`config.mk`:
```
export PLATFORM = sky130hd
export DESIGN_NAME = line_burst_responder_flat
export DESIGN_NICKNAME = d
export VERILOG_FILES = /design/src/rtl/line_burst_pkg.sv /design/src/rtl/line_burst_responder_if.sv /design/src/rtl/line_burst_responder_beat_buffer.sv /design/src/rtl/line_burst_responder.sv /design/src/flat_wrapper.sv
export SDC_FILE = /design/constraint.sdc
export NUM_CORES = 1
export LEC_CHECK = 0
export ABC_AREA = 1
export CORE_MARGIN = 3
export CORE_UTILIZATION = 38
export CTS_CLUSTER_SIZE = 14
export DETAILED_ROUTE_END_ITERATION = 12
export GPL_TIMING_DRIVEN = 1
export PLACE_DENSITY_LB_ADDON = 0.15
export RECOVER_POWER = 25
export SKIP_CTS_REPAIR_TIMING = 1
export SYNTH_ARGS = -nofsm -noshare
export SYNTH_HDL_FRONTEND = slang
export SYNTH_SLANG_ARGS = --single-unit
```
`constraint.sdc`:
```
create_clock -name clk -period 11.25 [get_ports clk]
set_input_delay 2.25 -clock clk [delete_from_list [all_inputs] [get_ports clk]]
set_output_delay 2.25 -clock clk [all_outputs]
set_load 0.02 [all_outputs]
```
`src/rtl/line_burst_pkg.sv`:
```
// -----------------------------------------------------------------------------
// line_burst_pkg
// Shared types and constants for the cache-line burst responder.
//   LINE_OFFSET_BITS : byte-offset bits inside a 32-byte line (cleared on accept)
//   BEATS            : beats per line at the default 256/64 geometry
//   BEAT_IDX_BITS    : width of a beat index at the default geometry
//   beat_idx_t       : beat index type at the default geometry
//   burst_state_t    : responder FSM states
// -----------------------------------------------------------------------------
package line_burst_pkg;

  localparam int LINE_OFFSET_BITS = 5;
  localparam int BEATS            = 4;
  localparam int BEAT_IDX_BITS    = $clog2(BEATS);

  typedef logic [BEAT_IDX_BITS-1:0] beat_idx_t;

  typedef enum logic [2:0] {
    IDLE,
    RD_BURST,
    RD_DONE,
    WR_BURST,
    WR_DONE
  } burst_state_t;

endpackage

```
`src/rtl/line_burst_responder_if.sv`:
```
// -----------------------------------------------------------------------------
// line_burst_responder_if
// Line-wide request/response port between the L1 arbiter (master) and the
// burst responder (slave).
//   line_read/line_write : request strobes, held by the master until line_resp
//   line_address         : byte address of the line
//   line_wdata           : line to write
//   line_resp            : one-cycle completion pulse from the slave
//   line_rdata           : read line, valid with line_resp and held afterwards
// -----------------------------------------------------------------------------
interface line_burst_responder_if #(
  parameter int ADDR_WIDTH = 32,
  parameter int LINE_WIDTH = 256
);

  logic                  line_read;
  logic                  line_write;
  logic [ADDR_WIDTH-1:0] line_address;
  logic [LINE_WIDTH-1:0] line_wdata;
  logic                  line_resp;
  logic [LINE_WIDTH-1:0] line_rdata;

  modport master (
    output line_read,
    output line_write,
    output line_address,
    output line_wdata,
    input  line_resp,
    input  line_rdata
  );

  modport slave (
    input  line_read,
    input  line_write,
    input  line_address,
    input  line_wdata,
    output line_resp,
    output line_rdata
  );

endinterface

```
`src/rtl/line_burst_responder_beat_buffer.sv`:
```
// -----------------------------------------------------------------------------
// line_beat_buffer
// BEATS x BEAT_WIDTH register array holding one cache line as beats.
//   clk, rst   : clock, synchronous active-high reset (clears all beats)
//   load       : capture the whole line from load_data (has priority)
//   load_data  : flat line, beat 0 in the least significant bits
//   wr_en      : write wr_data into beat wr_idx
//   rd_idx     : beat selected onto rd_data
//   rd_data    : registered beat at rd_idx
//   line_out   : whole buffer as a flat line, beat 0 in the LSBs
// -----------------------------------------------------------------------------
module line_beat_buffer #(
  parameter int BEAT_WIDTH = 64,
  parameter int BEATS      = 4,
  parameter int IDX_W      = 2
) (
  input  logic                        clk,
  input  logic                        rst,
  input  logic                        load,
  input  logic [BEATS*BEAT_WIDTH-1:0] load_data,
  input  logic                        wr_en,
  input  logic [IDX_W-1:0]            wr_idx,
  input  logic [BEAT_WIDTH-1:0]       wr_data,
  input  logic [IDX_W-1:0]            rd_idx,
  output logic [BEAT_WIDTH-1:0]       rd_data,
  output logic [BEATS*BEAT_WIDTH-1:0] line_out
);

  logic [BEAT_WIDTH-1:0] beats_q [BEATS];
  logic [BEAT_WIDTH-1:0] beats_d [BEATS];

  always_comb begin
    for (int i = 0; i < BEATS; i++) begin
      beats_d[i] = beats_q[i];
      if (load) begin
        beats_d[i] = load_data[i*BEAT_WIDTH +: BEAT_WIDTH];
      end else if (wr_en && (wr_idx == IDX_W'(i))) begin
        beats_d[i] = wr_data;
      end
    end
  end

  always_ff @(posedge clk) begin
    if (rst) begin
      for (int i = 0; i < BEATS; i++) beats_q[i] <= '0;
    end else begin
      for (int i = 0; i < BEATS; i++) beats_q[i] <= beats_d[i];
    end
  end

  assign rd_data = beats_q[rd_idx];

  for (genvar g = 0; g < BEATS; g++) begin : g_flat
    assign line_out[g*BEAT_WIDTH +: BEAT_WIDTH] = beats_q[g];
  end

endmodule

```
`src/rtl/line_burst_responder.sv`:
```
// -----------------------------------------------------------------------------
// line_burst_responder
// Turns each single-transfer cache-line request into a BEATS-beat burst on the
// memory side and answers with a one-cycle line_resp.
//   clk, rst     : clock, synchronous active-high reset
//   line_if      : line-side request port (slave modport)
//   mem_read     : burst read request, high for the whole read burst
//   mem_write    : burst write request, high for the whole write burst
//   mem_address  : line-aligned burst address
//   mem_wdata    : current write beat (zero outside a write burst)
//   mem_resp     : per-beat acknowledge, one beat per high cycle
//   mem_rdata    : read beat, valid with mem_resp
// -----------------------------------------------------------------------------
module line_burst_responder
  import line_burst_pkg::*;
#(
  parameter int LINE_WIDTH = 256,
  parameter int BEAT_WIDTH = 64,
  parameter int ADDR_WIDTH = 32
) (
  input  logic                  clk,
  input  logic                  rst,
  line_burst_responder_if.slave line_if,
  output logic                  mem_read,
  output logic                  mem_write,
  output logic [ADDR_WIDTH-1:0] mem_address,
  output logic [BEAT_WIDTH-1:0] mem_wdata,
  input  logic                  mem_resp,
  input  logic [BEAT_WIDTH-1:0] mem_rdata
);

  localparam int NBEATS = LINE_WIDTH / BEAT_WIDTH;
  localparam int IDX_W  = (NBEATS > 1) ? $clog2(NBEATS) : 1;
  localparam logic [IDX_W-1:0]      LAST_BEAT   = IDX_W'(NBEATS - 1);
  localparam logic [ADDR_WIDTH-1:0] OFFSET_MASK = ADDR_WIDTH'((1 << LINE_OFFSET_BITS) - 1);

  burst_state_t          state_q, state_d;
  logic [IDX_W-1:0]      beat_q, beat_d;
  logic [ADDR_WIDTH-1:0] addr_q, addr_d;
  logic [LINE_WIDTH-1:0] rdata_q, rdata_d;

  logic                  wbuf_load;
  logic                  rbuf_wr;
  logic [LINE_WIDTH-1:0] rbuf_line;
  logic [BEAT_WIDTH-1:0] wbuf_beat;

  line_beat_buffer #(
    .BEAT_WIDTH (BEAT_WIDTH),
    .BEATS      (NBEATS),
    .IDX_W      (IDX_W)
  ) u_rbuf (
    .clk       (clk),
    .rst       (rst),
    .load      (1'b0),
    .load_data ('0),
    .wr_en     (rbuf_wr),
    .wr_idx    (beat_q),
    .wr_data   (mem_rdata),
    .rd_idx    (beat_q),
    .rd_data   (),
    .line_out  (rbuf_line)
  );

  line_beat_buffer #(
    .BEAT_WIDTH (BEAT_WIDTH),
    .BEATS      (NBEATS),
    .IDX_W      (IDX_W)
  ) u_wbuf (
    .clk       (clk),
    .rst       (rst),
    .load      (wbuf_load),
    .load_data (line_if.line_wdata),
    .wr_en     (1'b0),
    .wr_idx    ('0),
    .wr_data   ('0),
    .rd_idx    (beat_q),
    .rd_data   (wbuf_beat),
    .line_out  ()
  );

  always_ff @(posedge clk) begin
    if (rst) begin
      state_q <= IDLE;
      beat_q  <= '0;
      addr_q  <= '0;
      rdata_q <= '0;
    end else begin
      state_q <= state_d;
      beat_q  <= beat_d;
      addr_q  <= addr_d;
      rdata_q <= rdata_d;
    end
  end

  always_comb begin
    state_d   = state_q;
    beat_d    = beat_q;
    addr_d    = addr_q;
    rdata_d   = rdata_q;
    wbuf_load = 1'b0;
    rbuf_wr   = 1'b0;
    unique case (state_q)
      IDLE: begin
        // Read has priority; a simultaneous write is dropped, not latched.
        if (line_if.line_read) begin
          addr_d  = line_if.line_address & ~OFFSET_MASK;
          beat_d  = '0;
          state_d = RD_BURST;
        end else if (line_if.line_write) begin
          addr_d    = line_if.line_address & ~OFFSET_MASK;
          beat_d    = '0;
          wbuf_load = 1'b1;
          state_d   = WR_BURST;
        end
      end
      RD_BURST: begin
        if (mem_resp) begin
          rbuf_wr = 1'b1;
          beat_d  = (beat_q == LAST_BEAT) ? '0 : beat_q + 1'b1;
          if (beat_q == LAST_BEAT) state_d = RD_DONE;
        end
      end
      RD_DONE: begin
        // Keep the completed line so line_rdata survives the next read burst.
        rdata_d = rbuf_line;
        state_d = IDLE;
      end
      WR_BURST: begin
        if (mem_resp) begin
          beat_d = (beat_q == LAST_BEAT) ? '0 : beat_q + 1'b1;
          if (beat_q == LAST_BEAT) state_d = WR_DONE;
        end
      end
      WR_DONE: begin
        state_d = IDLE;
      end
      default: begin
        state_d = IDLE;
      end
    endcase
  end

  assign line_if.line_resp  = (state_q == RD_DONE) || (state_q == WR_DONE);
  // In RD_DONE the holding register is not loaded yet, so expose the buffer.
  assign line_if.line_rdata = (state_q == RD_DONE) ? rbuf_line : rdata_q;
  assign mem_read           = (state_q == RD_BURST);
  assign mem_write          = (state_q == WR_BURST);
  assign mem_address        = addr_q;
  assign mem_wdata          = (state_q == WR_BURST) ? wbuf_beat : '0;

endmodule
```
`src/flat_wrapper.sv`:
```
// flat-port wrapper written by rule: the top's interface ports become plain ports
module line_burst_responder_flat import line_burst_pkg::*;
#(
  parameter int LINE_WIDTH = 256,
  parameter int BEAT_WIDTH = 64,
  parameter int ADDR_WIDTH = 32
)
  (clk, rst, mem_read, mem_write, mem_address, mem_wdata, mem_resp, mem_rdata, line_if_line_read, line_if_line_write, line_if_line_address, line_if_line_wdata, line_if_line_resp, line_if_line_rdata);
  line_burst_responder_if #(.ADDR_WIDTH(ADDR_WIDTH), .LINE_WIDTH(LINE_WIDTH)) line_if_i ();
  input  logic clk;
  input  logic rst;
  output logic mem_read;
  output logic mem_write;
  output logic [ADDR_WIDTH-1:0] mem_address;
  output logic [BEAT_WIDTH-1:0] mem_wdata;
  input  logic mem_resp;
  input  logic [BEAT_WIDTH-1:0] mem_rdata;
  input wire logic [$bits(line_if_i.line_read)-1:0] line_if_line_read;
  input wire logic [$bits(line_if_i.line_write)-1:0] line_if_line_write;
  input wire logic [$bits(line_if_i.line_address)-1:0] line_if_line_address;
  input wire logic [$bits(line_if_i.line_wdata)-1:0] line_if_line_wdata;
  output wire logic [$bits(line_if_i.line_resp)-1:0] line_if_line_resp;
  output wire logic [$bits(line_if_i.line_rdata)-1:0] line_if_line_rdata;
  assign line_if_i.line_read = line_if_line_read;
  assign line_if_i.line_write = line_if_line_write;
  assign line_if_i.line_address = line_if_line_address;
  assign line_if_i.line_wdata = line_if_line_wdata;
  assign line_if_line_resp = line_if_i.line_resp;
  assign line_if_line_rdata = line_if_i.line_rdata;
  line_burst_responder #(.LINE_WIDTH(LINE_WIDTH), .BEAT_WIDTH(BEAT_WIDTH), .ADDR_WIDTH(ADDR_WIDTH)) u_core (.clk(clk), .rst(rst), .line_if(line_if_i), .mem_read(mem_read), .mem_write(mem_write), .mem_address(mem_address), .mem_wdata(mem_wdata), .mem_resp(mem_resp), .mem_rdata(mem_rdata));
endmodule
```
==> summary.txt, run 1 <==
Placement
  • Final RePlAce weighted congestion: 0.798
  • Port Buf Inserts: 701
  • Area post-placement: around 0.043 mm²
  • DP HPWL: between 60000 and 70000 µm
  • Worst slack, placed: approximately 5400 ps

Synthesis
  • Post-synth cell types: 25
  • Sequential share of the synthesized area: between 50% and 60%
  • Ys Warns: 0
  • Syn Inst Count: between 4k and 5k
  • Synthesized area: between 0.03 and 0.04 mm²
  • Synth Area per Inst: between 7 and 8 µm²
  • Number of synthesized register bits: approximately 800

Cells and area
  • Layout cells sized above 1: 6.38%
  • NumNets Final: between 5k and 6k
  • Commonest cells after routing, fill and taps aside: nor2_1 (1260), inv_1 (1032), nand2_1 (806)
  • Commonest non-fill, non-tap cell in the layout: nor2_1
  • Post-route cell area: between 0.04 and 0.05 mm²
  • Layout area overhead: 28.2%
  • Filler instances: between 9k and 10k
  • Fin util: between 40 and 50%

Global routing
  • Largest net degree at the start of global routing: 188
  • First-pass GRT wire length: 154000 µm
  • Initial antenna violation count: 20
  • Number of global-route vias before repair: 26.5k
  • Grt ovf: 0
  • GRT Overall Usage: approximately 20%

Min path
  • Min-delay src: u_core.mem_address[31]$_SDFFE_PP0P_
  • Worst min-delay path class: flip-flop to flip-flop

Routing
  • Routed vias: ~29k
  • Final WL: approximately 100000 µm
  • Via-per-instance ratio: roughly 4.3
  • Met3 Wirelength: 7460 µm
  • DRT antenna net count: 0
  • DRT Pass-1 Iters: 5
  • WL per Instance: roughly 15 µm
  • DRT iter0 DRCs: about 1.8k
  • DR top layer: met5
  • Met1 Wirelength: about 43000 µm
  • DR DRC count: 0
  • Metal2 WL: roughly 48000 µm

Timing
  • Unrepaired setup endpoints after global routing: false
  • Post-route setup TNS: 0 ps
  • Fmax: approximately 120 MHz
  • Minimum clock period: between 8000 and 9000 ps
  • Final Hold Viols: 0
  • Worst slew pin tran: ~6700 ps
  • Clock Skew: ~16 ps
  • Worst Hold Slack: about 460 ps
  • Max-slew violations: between 500 and 600
  • Worst slew margin: -346%
  • Post-route setup slack: ~2700 ps
  • Setup-failing EPs final: 0
  • Final Cycle Share: roughly three quarters

CTS
  • Max clock buf depth: 3
  • Num CTS Buffers: 92
  • CTS root buf: clkbuf_16
  • Clock transition at path regs: around 60 ps
  • Clk_lat worst skew: between 600 and 700 ps
  • CTS tree: yes
  • Clock sinks: 802
  • CTS HTree Levels: 3

Die
  • Die height: ~310 µm
  • Core region area: 0.0922 mm²
  • Die width: slightly above 300 µm
  • Initial core utilization: approximately two fifths
  • Rows: 111
  • Die ar.: a little under 0.1 mm²
  • Total I/O pin count: 712

Job
  • Max Cap Viol: 8

Status
  • Status: complete, but fails checks
  • Failing checks: capacitance limit, slew limit

Power and ir drop
  • Internal: approximately 0.0061 W
  • Power per Cell Area: 198 mW/mm²
  • Clock share of power: 31.9%
  • Sw frac: 32.7%
  • Leak pwr: 22.8 nW
  • VDD IR-drop max: approximately 0.00012 V
  • Combinational power share: 30.2%
  • Switch Pwr: 0.00295 W
  • Seq pwr share: a little under two fifths

Worst setup path
  • CP max FO: 77
  • Startpoint types: input port
  • Minimum setup slack among reg-to-reg paths: between 5000 and 6000 ps
  • WS Path Type: input port to flip-flop
  • Crit path DAT: around 9100 ps
  • Crit path launch: rst
  • RR Startpoint: u_core.state_q[2]$_SDFFE_PP0P_
  • Crit. End Element: flip-flop
  • Req. time, crit path: 11730 ps
[state kept, by name, indices dropped and copies added (netlist names), named ones only]
register and count:
u_core.beat_q 2, u_core.mem_address 27, u_core.rdata_q 256, u_core.state_q 3
u_core.u_rbuf.beats_q 256, u_core.u_wbuf.beats_q 256
[critical path: stages]
cell	delay, ps
buf_8	400
clkbuf_1	2310
clkbuf_1	2780
buf_4	1090
nor2_1	110
[power groups by stage]
stage | Sequential, W | Clock, W | Combinational (W)
2_1_floorplan | 0.00348 | 0 | 0.00164
3_3_place_gp | 0.00348 | 0 | 0.00278
3_5_place_dp | 0.00349 | 0 | 0.00279
4_1_cts | 0.00343 | 0.00297 | 0.00281
5_1_grt | 0.00345 | 0.00307 | 0.00300
6_report | 0.00342 | 0.00288 | 0.00272
[cell families after synthesis]
group                    count (synthesis)  synth area share [%]
AO/OA/AOI/OAI                          478                  9.05
adder cells (fa/ha/maj)                  4                 0.141
buffers and inverters                 1301                  15.0
flip-flops                             802                  52.3
other                                    1                0.0105
AND/OR/NAND/NOR                       2145                  23.5
[synth_stat cells, drive strengths merged]
master  instances  area (µm²)
nand4          31         194
buf           190        1160
clkbuf         75         282
dfxtp         546       10900
nand3          10        55.1
nand2         809        3050
conb            1        3.75
edfxtp        256        7690
inv          1036        3890
ha              4        50.1
a21oi          93         465
nor2         1293        5040
nor3            2        10.0
o21ai         385        2750
[metal layers]
layer,track usage (%),up-vias
li1,-,14992
met2,34.0,620
met1,24.4,12747
met3,6.13,145
met5,0,-
met4,5.90,10
[worst paths after layout]
kind,end,cells after the start
max,u_core.rdata_q[170]$_SDFF_PP0_,5
min,u_core.mem_address[31]$_SDFFE_PP0P_,2
max reg2reg,u_core.u_rbuf.beats_q[0][54]$_SDFFE_PP0P_,6
min reg2reg,u_core.mem_address[31]$_SDFFE_PP0P_,2
[cell type report]
| cell class | count | area [µm²] | area share, % |
|---|---|---|---|
| sequential | 802 | 18600 | 40.8 |
| multi-input combinational | 2632 | 11400 | 24.9 |
| timing repair buffer | 726 | 7220 | 15.8 |
| inverter | 1036 | 3900 | 8.55 |
| clock buffer | 138 | 2680 | 5.87 |
| tap | 1243 | 1560 | 3.41 |
| clock inverter | 28 | 214 | 0.469 |
| antenna | 14 | 35.0 | 0.0768 |
[metrics by stage]
step                std cells  power, W
finish                   6619   0.00902
global route             6610   0.00952
CTS                      6605   0.00920
detailed placement       6439   0.00628
global placement         6439   0.00626
floorplan                4735   0.00512
(Power assumes the default switching activity.)
==> run 2: changes to the inputs <==
clock period = 7.1 ns   (was 11.25 ns; I/O delays follow)
==> run 2 against run 1 <==
The run still ends with capacitance limit, slew limit left. Non-clock buffer count up 2. Total power up 57%. Worst setup slack got worse by 1200 ps. Register-to-register slack got worse by 2600 ps. Critical path type is now flip-flop to output pin. Largest cell class unchanged.
==> summary.txt, run 2 (synthesized netlist as in run 1, its figures left out) <==
Status
  • Status: complete, but fails checks (unchanged)
  • Failing checks: capacitance limit, slew limit (unchanged)

CTS
  • Max clock buf depth: 3 (unchanged)
  • CTS tree: yes (unchanged)
  • Num CTS Buffers: 90 (was 92)
  • Clk_lat worst skew: 640 ps (was 630 ps)
  • CTS root buf: clkbuf_16 (unchanged)
  • CTS HTree Levels: 3 (unchanged)
  • Clock transition at path regs: 60 ps (about the same)
  • Clock sinks: 802 (unchanged)

Timing
  • Final Hold Viols: 0 (unchanged)
  • Max-slew violations: 417 (was 587)
  • Unrepaired setup endpoints after global routing: false (unchanged)
  • Worst slew margin: -188% (was -346%)
  • Worst Hold Slack: 462 ps (was 460 ps)
  • Clock Skew: 18.1 ps (was 15.8 ps)
  • Post-route setup slack: 1490 ps (was 2670 ps)
  • Post-route setup TNS: 0 ps (unchanged)
  • Fmax: roughly 180 MHz
  • Setup-failing EPs final: 0 (unchanged)
  • Minimum clock period: around 5600 ps
  • Worst slew pin tran: 4320 ps (was 6700 ps)
  • Final Cycle Share: between 70% and 80%

Power and ir drop
  • Power per Cell Area: 313 mW/mm² (was 198 mW/mm²)
  • VDD IR-drop max: 0.000147 V (was 0.000117 V)
  • Leak pwr: 22.7 nW (was 22.8 nW)

Job
  • Max Cap Viol: 4 (was 8)

Placement
  • DP HPWL: 65500 µm (was 65100 µm)
  • Worst slack, placed: 2300 ps (was 5390 ps)
  • Port Buf Inserts: 701 (unchanged)
  • Area post-placement: 0.0431 mm² (was 0.0430 mm²)
  • Final RePlAce weighted congestion: 0.810 (was 0.798)

Die
  • Initial core utilization: 38.6% (unchanged)
  • Total I/O pin count: 712 (unchanged)
  • Die width: 312 µm (unchanged)
  • Die height: 312 µm (unchanged)
  • Core region area: 0.0922 mm² (unchanged)
  • Rows: 111 (unchanged)
  • Die ar.: 0.0973 mm² (unchanged)

Worst setup path
  • Req. time, crit path: 5680 ps (was 11730 ps)
  • Crit path DAT: 4190 ps (was 9060 ps)
  • Critical-path cell list: inv_1, nand2_8, buf_4, buf_4, nand2_1, o21ai_2, inv_1, clkdlybuf4s50_1 (was buf_8, clkbuf_1, clkbuf_1, buf_4, nor2_1)
  • CP max FO: 114 (was 77)
  • R2R depth: 7 (was 6)
  • Startpoint types: flip-flop (was input port)
  • Slowest cell on crit path: inv_1 (was clkbuf_1)
  • WS Path Type: flip-flop to output pin (was input port to flip-flop)
  • Crit. End Element: output pin (was flip-flop)
  • Minimum setup slack among reg-to-reg paths: 2460 ps (was 5030 ps)
  • Slowest Stage Delay on Critical Path: 920 ps (was 2780 ps)

Min path
  • Worst min-delay path class: flip-flop to flip-flop (unchanged)
  • Cells on Worst Hold Path: 2 (unchanged)

Global routing
  • Number of global-route vias before repair: 26.5k (about the same)
  • Initial antenna violation count: 20 (unchanged)
  • GRT Overall Usage: 20.0% (about the same)
  • Grt ovf: 0 (unchanged)
  • Largest net degree at the start of global routing: 181 (was 188)
  • First-pass GRT wire length: 154000 µm (about the same)

Routing
  • Routed vias: 28.5k (about the same)
  • Met3 Wirelength: 7380 µm (was 7460 µm)
  • Via-per-instance ratio: 4.31 (about the same)
  • DR top layer: met5 (unchanged)
  • DRT Pass-1 Iters: 6 (was 5)
  • DRT antenna net count: 0 (unchanged)
  • DRT iter0 DRCs: 1917 (was 1831)
  • Final WL: 100000 µm (was 101000 µm)
  • WL per Instance: 15.1 µm (was 15.2 µm)
  • Metal2 WL: 47800 µm (was 48000 µm)
  • DR DRC count: 0 (unchanged)
  • Met1 Wirelength: 42300 µm (was 42800 µm)

Cells and area
  • Filler instances: 9445 (was 9222)
  • Sequential cell area: 0.0186 mm² (unchanged)
  • Commonest non-fill, non-tap cell in the layout: nor2_1 (unchanged)
  • Commonest cells after routing, fill and taps aside: nor2_1 (1260), inv_1 (1032), nand2_1 (805) (was nor2_1 (1260), inv_1 (1032), nand2_1 (806))
  • Layout area overhead: 27.0% (was 28.2%)
  • NumNets Final: 5651 (unchanged)
  • Footprint of the multi-input gates: 0.0109 mm² (was 0.0114 mm²)
  • Post-route cell area: 0.0452 mm² (was 0.0456 mm²)
  • Biggest regs: u_core.rdata_q x256, u_core.u_rbuf.beats_q x256, u_core.u_wbuf.beats_q x256 (unchanged)
  • Layout cells sized above 1: 4.12% (was 6.38%)
[run 2: per-stage QoR]
stage / cells / power (W) / util [%]
after floorplan: 4735 / 0.00810 / -
after global placement: 6441 / 0.00992 / 46.7
after detailed placement: 6441 / 0.00996 / 46.7
after CTS: 6608 / 0.0146 / 49.8
after global routing: 6612 / 0.0149 / 49.0
final: 6615 / 0.0141 / 49.0
[run 2: metal layers]
| layer | GRT usage (%) | up-vias |
|---|---|---|
| li1 | - | 14970 |
| met1 | 24.6 | 12654 |
| met2 | 33.9 | 698 |
| met3 | 5.70 | 167 |
| met4 | 6.00 | 14 |
| met5 | 0 | - |
[run 2: worst paths after layout]
| path | from | end |
|---|---|---|
| setup reg to reg | u_core.state_q[2]$_SDFFE_PP0P_ | u_core.u_rbuf.beats_q[1][34]$_SDFFE_PP0P_ |
| setup / recovery | u_core.state_q[0]$_SDFFE_PP0P_ | line_if_line_rdata[78] |
| hold / removal | u_core.mem_address[26]$_SDFFE_PP0P_ | u_core.mem_address[26]$_SDFFE_PP0P_ |
| hold reg to reg | u_core.mem_address[26]$_SDFFE_PP0P_ | u_core.mem_address[26]$_SDFFE_PP0P_ |
[run 2: power by group]
group          leakage [nW]  switching (W)  internal, W
registers              7.14       0.000167      0.00525
logic                  14.1        0.00254      0.00162
clock network          1.44        0.00189      0.00266
total                  22.7        0.00460      0.00953
[run 2: final cells by class]
| type | count | area share (%) |
|---|---|---|
| flip-flops and latches | 802 | 41.2 |
| multi-input cells | 2632 | 24.1 |
| repair buffers | 728 | 16.1 |
| inverters | 1036 | 8.63 |
| clock buffers | 139 | 5.91 |
| well taps | 1243 | 3.44 |
| clock inverters | 28 | 0.526 |
| diodes | 7 | 0.0388 |
[run 2: critical path: cells and delay by family, from the launching register on]
kind / cells / cell delay (ps)
buffers and inverters: 5 / 2340
AND/OR/NAND/NOR: 2 / 720
flip-flops: 1 / 410
AO/OA/AOI/OAI: 1 / 50
